## config.mk

```make
export PLATFORM = sky130hd
export DESIGN_NAME = ccd_timing_gen
export DESIGN_NICKNAME = d
export VERILOG_FILES = /design/src/rtl/ccd_timing_pkg.sv /design/src/rtl/ccd_phase_edges.sv /design/src/rtl/ccd_timing_gen.sv
export SDC_FILE = /design/constraint.sdc
export NUM_CORES = 1
export LEC_CHECK = 0
export BUFFER_PORTS_ARGS = -buffer_cell sky130_fd_sc_hd__clkbuf_2
export CAP_MARGIN = 25
export CELL_PAD_IN_SITES_DETAIL_PLACEMENT = 0
export CELL_PAD_IN_SITES_GLOBAL_PLACEMENT = 1
export CORE_MARGIN = 1
export CORE_UTILIZATION = 42
export DETAILED_ROUTE_END_ITERATION = 8
export PLACE_DENSITY_LB_ADDON = 0.1
export SLEW_MARGIN = 40
export SYNTH_ARGS = -nofsm -noshare
export SYNTH_HDL_FRONTEND = slang
export SYNTH_HIERARCHICAL = 1
export SYNTH_SLANG_ARGS = --single-unit
```

## constraint.sdc

```tcl
create_clock -name dds_clk -period 3.5 [get_ports dds_clk]
set_input_delay 0 -clock dds_clk [delete_from_list [all_inputs] [get_ports dds_clk]]
set_output_delay 0 -clock dds_clk [all_outputs]
set_load 0.01 [all_outputs]
```

## src/rtl/ccd_timing_pkg.sv

```systemverilog
// rtl/ccd_timing_pkg.sv - shared types and constants for the CCD timing generator
package ccd_timing_pkg;

    typedef enum logic [1:0] {
        ST_IDLE  = 2'd0,
        ST_RUN   = 2'd1,
        ST_DRAIN = 2'd2
    } state_t;

    localparam int   MIN_PERIOD     = 4;
    localparam logic PHASE_IDLE_LVL = 1'b1;
    localparam logic LINE_IDLE_LVL  = 1'b0;

endpackage

```

## src/rtl/ccd_phase_edges.sv

```systemverilog
// rtl/ccd_phase_edges.sv - registered CLK/SHP/SHD phase waveforms from the phase counter
module ccd_phase_edges
    import ccd_timing_pkg::*;
#(
    parameter int PER_W = 9
) (
    input  logic             dds_clk,
    input  logic             n_rst,
    input  logic             en,
    input  logic [PER_W-1:0] ph,
    input  logic [PER_W-1:0] clk_fall,
    input  logic [PER_W-1:0] shp_fall,
    input  logic [PER_W-1:0] shp_rise,
    input  logic [PER_W-1:0] shd_fall,
    input  logic [PER_W-1:0] shd_rise,
    output logic             clk_o,
    output logic             shp_o,
    output logic             shd_o
);

    // Clear is tested first so a coincident set/clear leaves the pin low.
    always_ff @(posedge dds_clk) begin
        if (!n_rst || !en) begin
            clk_o <= PHASE_IDLE_LVL;
            shp_o <= PHASE_IDLE_LVL;
            shd_o <= PHASE_IDLE_LVL;
        end else begin
            if (ph == clk_fall)      clk_o <= 1'b0;
            else if (ph == '0)       clk_o <= 1'b1;

            if (ph == shp_fall)      shp_o <= 1'b0;
            else if (ph == shp_rise) shp_o <= 1'b1;

            if (ph == shd_fall)      shd_o <= 1'b0;
            else if (ph == shd_rise) shd_o <= 1'b1;
        end
    end

endmodule

```

## src/rtl/ccd_timing_gen.sv

```systemverilog
// rtl/ccd_timing_gen.sv - CCD/ADC stimulus timing generator: counters, FSM, DAC data and FIFO handshake
module ccd_timing_gen
    import ccd_timing_pkg::*;
#(
    parameter int DAC_W = 14,
    parameter int PER_W = 9,
    parameter int PIX_W = 10,
    parameter int LIN_W = 10
) (
    input  logic             dds_clk,
    input  logic             n_rst,
    input  logic             start,
    input  logic             stop,
    input  logic             cfg_ccd,
    input  logic             cfg_periodic,
    input  logic [PER_W-1:0] cfg_period,
    input  logic [PER_W-1:0] cfg_clk_fall,
    input  logic [PER_W-1:0] cfg_shp_fall,
    input  logic [PER_W-1:0] cfg_shp_rise,
    input  logic [PER_W-1:0] cfg_shd_fall,
    input  logic [PER_W-1:0] cfg_shd_rise,
    input  logic [PIX_W-1:0] cfg_line_len,
    input  logic [PIX_W-1:0] cfg_blank,
    input  logic [LIN_W-1:0] cfg_frame_len,
    input  logic [DAC_W-1:0] cfg_black,
    input  logic [DAC_W-1:0] sample_q,
    input  logic             sample_empty,
    output logic             sample_rdreq,
    output logic [DAC_W-1:0] dac_d,
    output logic             clk_o,
    output logic             shp_o,
    output logic             shd_o,
    output logic             clpdm_o,
    output logic             clpob_o,
    output logic             hd_o,
    output logic             vd_o,
    output logic             busy,
    output logic             done
);

    state_t state_q, state_d;

    logic [PER_W-1:0] per_s, clk_fall_s, shp_fall_s, shp_rise_s, shd_fall_s, shd_rise_s;
    logic [PIX_W-1:0] line_s, act_s;
    logic [LIN_W-1:0] frame_s;
    logic [DAC_W-1:0] black_s;
    logic             ccd_s, periodic_s;

    logic [PER_W-1:0] ph;
    logic [PIX_W-1:0] pix, pix_nx;
    logic [LIN_W-1:0] lin;
    logic             stop_req;

    logic [PER_W-1:0] per_c;
    logic [PIX_W-1:0] line_c, act_c;
    logic [LIN_W-1:0] frame_c;
    logic             wrap, pix_last, lin_last, active, stop_now;

    // Configuration clamps applied once, when the shadow copy is taken.
    assign per_c   = (cfg_period < PER_W'(MIN_PERIOD)) ? PER_W'(MIN_PERIOD) : cfg_period;
    assign line_c  = (cfg_line_len == '0) ? PIX_W'(1) : cfg_line_len;
    assign frame_c = (cfg_frame_len == '0) ? LIN_W'(1) : cfg_frame_len;
    assign act_c   = (cfg_blank >= line_c) ? '0 : line_c - cfg_blank;

    assign wrap     = (ph == per_s - PER_W'(1));
    assign pix_last = (pix == line_s - PIX_W'(1));
    assign lin_last = (lin == frame_s - LIN_W'(1));
    assign pix_nx   = pix_last ? '0 : pix + PIX_W'(1);
    assign active   = (state_q == ST_RUN) && (pix < act_s);
    assign stop_now = stop_req | stop;

    always_ff @(posedge dds_clk) begin
        if (!n_rst) state_q <= ST_IDLE;
        else        state_q <= state_d;
    end

    always_comb begin
        state_d = state_q;
        case (state_q)
            ST_IDLE:  if (start) state_d = ST_RUN;
            ST_RUN: begin
                if (wrap) begin
                    if (stop_now)
                        state_d = ST_IDLE;
                    else if (!periodic_s && (pix_nx < act_s) && sample_empty)
                        state_d = ST_DRAIN;
                end
            end
            ST_DRAIN: if (wrap) state_d = ST_IDLE;
            default:  state_d = ST_IDLE;
        endcase
    end

    always_ff @(posedge dds_clk) begin
        if (!n_rst) begin
            ph <= '0; pix <= '0; lin <= '0; stop_req <= 1'b0;
            per_s <= '0; clk_fall_s <= '0; shp_fall_s <= '0; shp_rise_s <= '0;
            shd_fall_s <= '0; shd_rise_s <= '0; line_s <= '0; act_s <= '0;
            frame_s <= '0; black_s <= '0; ccd_s <= 1'b0; periodic_s <= 1'b0;
        end else if (state_q == ST_IDLE) begin
            ph <= '0; pix <= '0; lin <= '0; stop_req <= 1'b0;
            if (start) begin
                per_s      <= per_c;
                clk_fall_s <= cfg_clk_fall;
                shp_fall_s <= cfg_shp_fall;
                shp_rise_s <= cfg_shp_rise;
                shd_fall_s <= cfg_shd_fall;
                shd_rise_s <= cfg_shd_rise;
                line_s     <= line_c;
                act_s      <= act_c;
                frame_s    <= frame_c;
                black_s    <= cfg_black;
                ccd_s      <= cfg_ccd;
                periodic_s <= cfg_periodic;
            end
        end else begin
            ph <= wrap ? '0 : ph + PER_W'(1);
            if (state_q == ST_RUN) begin
                stop_req <= stop_now;
                if (wrap) begin
                    pix <= pix_nx;
                    if (pix_last) lin <= lin_last ? '0 : lin + LIN_W'(1);
                end
            end
        end
    end

    // Output stage: everything lags the counters by exactly one cycle.
    always_ff @(posedge dds_clk) begin
        if (!n_rst || state_q == ST_IDLE) begin
            dac_d        <= '0;
            clpdm_o      <= LINE_IDLE_LVL;
            hd_o         <= LINE_IDLE_LVL;
            vd_o         <= LINE_IDLE_LVL;
            sample_rdreq <= 1'b0;
            busy         <= 1'b0;
            done         <= 1'b0;
        end else begin
            busy         <= 1'b1;
            hd_o         <= !active;
            vd_o         <= lin_last;
            sample_rdreq <= active && !periodic_s && !sample_empty && wrap;
            done         <= (state_q == ST_DRAIN) && wrap;
            if (ph == '0) clpdm_o <= active;
            if (!active)
                dac_d <= black_s;
            else if (ph == '0)
                dac_d <= ccd_s ? sample_q : black_s;
            else if (!ccd_s && ph == (per_s >> 1))
                dac_d <= sample_q;
        end
    end

    assign clpob_o = clpdm_o;

    ccd_phase_edges #(.PER_W(PER_W)) u_phase_edges (
        .dds_clk  (dds_clk),
        .n_rst    (n_rst),
        .en       (state_q != ST_IDLE),
        .ph       (ph),
        .clk_fall (clk_fall_s),
        .shp_fall (shp_fall_s),
        .shp_rise (shp_rise_s),
        .shd_fall (shd_fall_s),
        .shd_rise (shd_rise_s),
        .clk_o    (clk_o),
        .shp_o    (shp_o),
        .shd_o    (shd_o)
    );

endmodule

```

==> results of run 1 <==
## cell usage after synthesis, types with 2 or more instances
master / n
and3_1: 8
a32oi_1: 2
o2111ai_1: 4
nand4_1: 21
and4_1: 2
or3_1: 3
nor4_1: 13
xnor2_1: 57
nor3b_1: 3
nor3_1: 16
a21o_1: 4
buf_1: 2
a21oi_1: 33
a21boi_0: 88
a31oi_1: 5
and4b_1: 2
a311oi_1: 2
o21bai_1: 4
nand4b_1: 2
buf_4: 3
and2_1: 8
nand3_1: 21
xor2_1: 54
inv_1: 40
ha_1: 35
nand2_1: 198
o21ai_0: 12
o221ai_1: 2
a211o_1: 4
mux2i_1: 27
nor2_1: 68
nor2b_1: 16
dfxtp_1: 155
clkbuf_1: 56
a22oi_1: 9
o31ai_1: 16
nor4b_1: 3
nand2b_1: 2
a211oi_1: 6
or2_2: 2
nor4_2: 3
clkbuf_8: 3
buf_2: 10
## metal layers
metal,global-route usage,vias up,share of wire,wire length [um]
met2,0.3700,149,0.46,10590
met1,0.2903,3546,0.49,11130
met3,0.03981,13,0.039,888
li1,-,4034,-,-
met5,0,-,0,0
met4,0.04737,0,0.0085,193
## kinds of logic (layout without fill, tap and decap cells)
logic type                 Yosys count  in the layout  synth area share
AOI/OAI and AO/OA                  208            208            0.1736
and+or+nand+nor                    396            396            0.2115
muxes                               27             27           0.03130
xor gates and xnor gates           111            111            0.1126
DFF                                155            155            0.3593
adders and majority gates           37             37           0.05419
buffers and inverters              116            351           0.05752
## power groups by stage
stage / combinational (mW) / clock, mW / sequential [mW]
after CTS: 0.852 / 1.90 / 1.94
after global placement: 0.750 / 0 / 1.98
after global routing: 0.961 / 1.98 / 1.95
after detailed placement: 0.756 / 0 / 1.98
after floorplan: 0.534 / 0 / 1.96
final: 0.856 / 1.86 / 1.94
## worst min path at each step
stage | slack [ns] | startpoint | end | cells past startpoint
2_1_floorplan | 0.13 | cfg_period[2] | per_s[2] | 2
3_3_place_gp | 0.23 | cfg_black[11] | black_s[11] | 3
3_5_place_dp | 0.24 | cfg_black[9] | black_s[9] | 3
4_1_cts | 0.005 | cfg_blank[0] | act_s[0] | 4
5_1_grt | 0.04 | cfg_blank[0] | act_s[0] | 4
6_report | 0.02 | cfg_blank[0] | act_s[0] | 4
## critical path: stages (launching register included)
cell,delay (ns)
dfxtp_2,0.34
or4_4,0.58
o2111ai_2,0.18
nand4_1,0.11
a211o_1,0.27
a211oi_2,0.23
buf_6,0.16
nor2_1,0.06
ha_1,0.30
a21oi_2,0.15
nor2_1,0.05
a211oi_1,0.18
o2111a_1,0.20
o2111ai_1,0.13
a32o_1,0.27
## metrics by stage
stage	hold WS, ns	total power, mW
2_1_floorplan	0.1276	2.494
3_3_place_gp	0.2332	2.729
3_5_place_dp	0.2384	2.736
4_1_cts	0.004705	4.695
5_1_grt	0.03686	4.893
6_report	0.01867	4.657
## registers in the layout, indices dropped and copies added, names as in the netlist, 10 cells and up
name and count:
lin 10, act_s 10, line_s 10, frame_s 10
black_s 14, dac_d 14, pix 10
## final cells by class
cell class / count / area, sq um / share of cell area
well taps: 270 / 337.8 / 0.02998
clock buffers: 18 / 439.2 / 0.03897
flip-flops and latches: 155 / 3105 / 0.2756
multi-input cells: 779 / 5075 / 0.4504
repair buffers: 278 / 2001 / 0.1775
clock inverters: 14 / 156.4 / 0.01388
inverters: 41 / 153.9 / 0.01366
## what timing repair did
action | 4_1_cts | 5_1_grt
endpoints found under the hold margin | 106 | 0
buffers inserted | 0 | 3
hold buffers | 106 | 0
gates resized for setup | 0 | 8
endpoints found under the setup margin | 0 | 2
==> metrics.txt, run 1 <==
TritonCTS buffer count=17; Hold Crit Class=primary input to register; flops & latches, synth=155; CP Data Required Time=3.81 ns; core area=0.02017 sq mm; Syn Nets=1205; fmax=300.5 MHz; mean area per synthesized cell=8.225 sq um; clock sink total=155; most common cell after layout, fill and taps aside=nand2_1; largest net degree at the start of global routing=71; # placed instances=1414; post-synthesis instance total=1050; Final Critical Period=3.328 ns; Total Routing Usage GR=0.2188; R2R Path End=state_q[0]; worst reg2reg startpoint=line_s[0]; Final Skew=0.008765 ns; GR Overflow Total=0; die height=145.4 um; 1st-iter DRT viols=291; Post-synth EDFFs=0; sequential-to-total area share from yosys stat=0.3593; RSZ-0062 raised after global routing=yes; starting density of the core=0.4282; via count=7742; Antenna Cells=0; Vias/cell=4.979; area grow syn2layout=30.48%; Slew @ Worst Pin=0.8214 ns; Final Cell Area=0.01127 sq mm; First-pass DRT Iterations=5; part of the power in registers=0.417; Final Cycle Share=0.9509; drt wl/cell=14.66 um; count of cell types in the netlist=69; H-tree depth=4; Critical Path Start=line_s[0]; final core occ=0.5587; Yosys top cell by area=dfxtp_1; Residual DRC=0; vias in the first global route=7591; chip width=145.4 um; FF-to-FF setup slack=0.17 ns; die area=0.02114 sq mm; Post-Route WL=22800 um; Hold Fails Final Rpt=0; clock power share=0.399; Clock Latency Late Sink=0.42 ns; Slew Viols, Final=0; Cell Area, Placed=0.009559 sq mm; Ys Warns=6; final HPWL from detailed placement=15520 um; Pleak=4.638 nW; synth top area cells=dfxtp_1 36%, nand2_1 8.6%, a21boi_0 7.6%; clk root buf=clkbuf_16; startpoint types=register; Reg2Reg Depth=14; Max-Cap Viols=0; layout cell share with drive strength beyond 1=0.1751; Setup crit end kind=register; layout filler cell count=1908; CTS tree=yes; first-pass GRT wire length=37690 um; worst setup path end=state_q[0]; VDD IR-drop max=0.0004225 V; CTS Buffer Depth=2; Crit path arrival time=3.64 ns; Most used DFF post-synth=dfxtp_1; Syn Std Cell Area=0.008636 sq mm; Reg clk slew, reported paths=0.07 ns; initial antenna violation count=0; sw power=1.360 mW; I/O Buffers=142; switch share=0.2921; Int Power=3.297 mW; Antenna Nets Post-Route=0; Rel. slew slack=0.4524; top fanout value on the critical path=9; outcome=finished, final reports clean; setup TNS=0 ns; row cnt=52; top-area cell type share of the netlist area=0.3593; Final setup viols=0; pre-CTS setup slack=0.03912 ns; Power Density=413.3 mW/mm^2; NumNets Final=1427; Crit Path Category=register to register; I/O pins=143; commonest non-fill, non-tap cells in the layout=197 x nand2_1, 153 x dfxtp_1, 142 x clkbuf_2, 106 x dlygate4sd3_1, 88 x a21boi_0; Comb pwr share=0.184; Cell Count, Final, Fillers Out=1555; GPL Wtd Cong=0.8396; fin worst setup slack=0.1720 ns; fraction of registers with async set/reset=0
(Power assumes the default switching activity.)
==> inputs of run 2 (changes only) <==
--- a/config.mk
+++ b/config.mk
@@ -5,13 +5,15 @@
 export SDC_FILE = /design/constraint.sdc
 export NUM_CORES = 1
 export LEC_CHECK = 0
+export ABC_AREA = 1
 export BUFFER_PORTS_ARGS = -buffer_cell sky130_fd_sc_hd__clkbuf_2
 export CAP_MARGIN = 25
 export CELL_PAD_IN_SITES_DETAIL_PLACEMENT = 0
 export CELL_PAD_IN_SITES_GLOBAL_PLACEMENT = 1
 export CORE_MARGIN = 1
-export CORE_UTILIZATION = 42
+export CORE_UTILIZATION = 41
 export DETAILED_ROUTE_END_ITERATION = 8
+export MAX_ROUTING_LAYER = met4
 export PLACE_DENSITY_LB_ADDON = 0.1
 export SLEW_MARGIN = 40
 export SYNTH_ARGS = -nofsm -noshare
==> run 2 against run 1 <==
Utilization shrank 1.9 points; global-route usage up 2.2 points; setup slack gained 0.31 ns; largest power group unchanged; area after synthesis increased by 2.5%; critical path depth rose by 7; total power is 15% higher; worst hold slack better by 0.078 ns.
==> metrics.txt, run 2 <==
Post-synth EDFFs=0 (unchanged); synth top area cells=dfxtp_1 35%, nor2_1 9.2%, nand2_1 9.1%; die area=0.02219 sq mm (+5.0%); drt wl/cell=14.11 um (-3.7%); Reg2Reg Depth=21 (+7); Hold Fails Final Rpt=0 (unchanged); via count=8725 (+13%); top-area cell type share of the netlist area=0.3504 (-0.008935); H-tree depth=4 (unchanged); initial antenna violation count=0 (unchanged); Residual DRC=0 (unchanged); Syn Std Cell Area=0.008856 sq mm (+2.5%); Ys Warns=6 (unchanged); vias in the first global route=8088 (+6.5%); Antenna Cells=0 (unchanged); Final Cycle Share=0.8634 (-0.08749); Reg clk slew, reported paths=0.07 ns (about the same); Pleak=5.170 nW (+11%); top flop regs=black_s x14, dac_d x14; First-pass DRT Iterations=4 (-1); worst min-delay path startpoint=n_rst; CP Data Required Time=3.81 ns (about the same); first-pass GRT wire length=40440 um (+7.3%); worst reg2reg startpoint=line_s[0]; clk root buf=clkbuf_16; # placed instances=1663 (+18%); Total Routing Usage GR=0.2403 (+0.02152); post-synthesis instance total=1295 (+23%); Crit Path Category=register to register; setup TNS=0 ns (unchanged); largest net degree at the start of global routing=125 (+76%); sequential-to-total area share from yosys stat=0.3504 (-0.008935); final HPWL from detailed placement=17760 um (+14%); NumNets Final=1670 (+17%); Cell Count, Final, Fillers Out=1803 (+16%); Post-Route WL=25450 um (+12%); top fanout value on the critical path=7 (-2); fmax=330.9 MHz (+10%); Comb pwr share=0.272 (+0.088); 1st-iter DRT viols=415 (+43%); I/O pins=143 (unchanged); count of cell types in the netlist=48 (-30%); Int Power=3.541 mW (+7.4%); Setup crit end kind=register; R2R Path End=state_q[0]; Min-Delay Path Depth=4 (unchanged); mean area per synthesized cell=6.839 sq um (-17%); most common cell after layout, fill and taps aside=nor2_1; hold endpoint=act_s[8]; Hold Crit Class=primary input to register; Yosys top cell by area=dfxtp_1; GR Overflow Total=0 (unchanged); clock sink total=155 (unchanged); Antenna Nets Post-Route=0 (unchanged); VDD IR-drop max=0.0002884 V (-32%); FF-to-FF setup slack=0.48 ns (+0.31 ns); startpoint types=register; clock power share=0.340 (-0.059); switch share=0.3395 (+0.04746); Post-synth top cells=217 x nor2_1, 215 x nand2_1, 155 x dfxtp_1, 145 x inv_1, 123 x o21ai_0; outcome=finished, final reports clean; Crit path arrival time=3.33 ns (-0.31 ns); Syn Nets=1450 (+20%); Most used DFF post-synth=dfxtp_1; TritonCTS buffer count=17 (unchanged); row cnt=53 (+1.9%); Slew Viols, Final=0 (unchanged); commonest non-fill, non-tap cells in the layout=217 x nor2_1, 214 x nand2_1, 155 x dfxtp_1, 144 x inv_1, 142 x clkbuf_2; Vias/cell=4.839 (-2.8%); part of the power in registers=0.388 (-0.029); Final Critical Period=3.022 ns (-0.3062 ns); GPL Wtd Cong=0.8661 (+3.2%); Clock Latency Late Sink=0.43 ns (about the same); Power Density=471.0 mW/mm^2 (+14%); RSZ-0062 raised after global routing=no; CTS Buffer Depth=2 (unchanged); core area=0.02109 sq mm (+4.6%); Slew @ Worst Pin=0.7946 ns (-0.02682 ns); starting density of the core=0.4200 (-0.008204); CTS tree=yes; Final setup viols=0 (unchanged); post_cts resized=0 (unchanged); flops & latches, synth=155 (unchanged); die height=149.0 um (+2.5%); sw power=1.820 mW (+34%); chip width=149.0 um (+2.5%); layout cell share with drive strength beyond 1=0.1407 (-0.03439); area grow syn2layout=28.51%; Final Skew=0.01201 ns (+0.003244 ns); I/O Buffers=142 (unchanged); Max-Cap Viols=0 (unchanged); count leader, synth=nor2_1; Rel. slew slack=0.4703 (+0.01788); cts hold-fix bufs=108 (+1.9%); fraction of registers with async set/reset=0 (unchanged); Post-CTS Setup Bufs=0 (unchanged)
run 2: changes by cell type after synthesis, sizes merged, moves of 16 or more:
cell | previous run | this run
clkbuf | 59 | 42
nor2 | 68 | 226
mux2i | 27 | 0
o21ai | 13 | 128
nand2 | 198 | 216
a21boi | 88 | 1
nor2b | 16 | 0
nand3 | 21 | 60
xnor2 | 57 | 26
inv | 40 | 153
a21oi | 34 | 93
run 2: worst max-delay path, stage by stage, from the launching register on:
cell,delay [ns]
dfxtp_1,0.33
inv_1,0.09
ha_1,0.19
nand2_1,0.11
nor2_2,0.16
nand2_1,0.09
nand2_1,0.06
nand3_1,0.06
nand2_1,0.08
nor2_1,0.05
nand2_2,0.15
inv_1,0.16
nor3_1,0.25
ha_1,0.30
a21oi_1,0.14
o21ai_0,0.10
nand4_1,0.07
o2111ai_1,0.09
a21oi_1,0.13
nand2_1,0.10
a21oi_1,0.15
nor2_1,0.06
run 2: cell families after synthesis:
group | Yosys count | share of synthesized area
simple gates | 568 | 0.2768
compound gates | 252 | 0.1524
buf+inv | 213 | 0.09847
flops | 155 | 0.3504
xor+xnor | 71 | 0.07022
fa+ha+maj | 36 | 0.05171
run 2: routing by layer:
layer | wire length [um] | global-route usage | up-vias
li1 | - | - | 4638
met4 | 331 | 0.05918 | 0
met3 | 713 | 0.03976 | 28
met2 | 12280 | 0.4023 | 139
met1 | 12120 | 0.2998 | 3920
met5 | 0 | - | -
run 2: worst max-delay path by stage:
stage               startpoint         end  cells after the start
floorplan            line_s[0]  state_q[0]                     22
global placement     line_s[0]  state_q[0]                     22
detailed placement   line_s[0]  state_q[0]                     21
CTS                  line_s[0]  state_q[0]                     21
global route         line_s[0]  state_q[0]                     21
finish               line_s[0]  state_q[0]                     21
run 2: area by class of cell:
class	instances	area (sq um)
Sequential cell	155	3103
Timing Repair Buffer	261	1881
Fill cell	2101	9707
Inverter	153	576.8
Tap cell	275	344.1
Clock buffer	18	439.2
Clock inverter	14	136.4
Multi-Input combinational cell	927	4901
run 2: power groups by stage:
stage / Combinational, mW / Clock [mW] / Sequential (mW)
6_report: 1.46 / 1.82 / 2.08
4_1_cts: 1.46 / 1.86 / 2.08
3_5_place_dp: 1.35 / 0 / 2.12
5_1_grt: 1.66 / 1.94 / 2.10
2_1_floorplan: 0.995 / 0 / 2.10
3_3_place_gp: 1.35 / 0 / 2.12
run 2: metrics by stage:
step	instance area, sq um	setup WS, ns	hold WS [ns]	total power, mW	utilization
after floorplan	8856	0.8685	0.1277	3.091	-
after CTS	11370	0.4950	0.08427	5.401	0.5390
after global placement	9706	0.5802	0.2400	3.466	0.4602
final	11380	0.4782	0.09669	5.361	0.5397
after global routing	11380	0.06987	0.1093	5.710	0.5397
after detailed placement	9709	0.5256	0.2450	3.472	0.4604
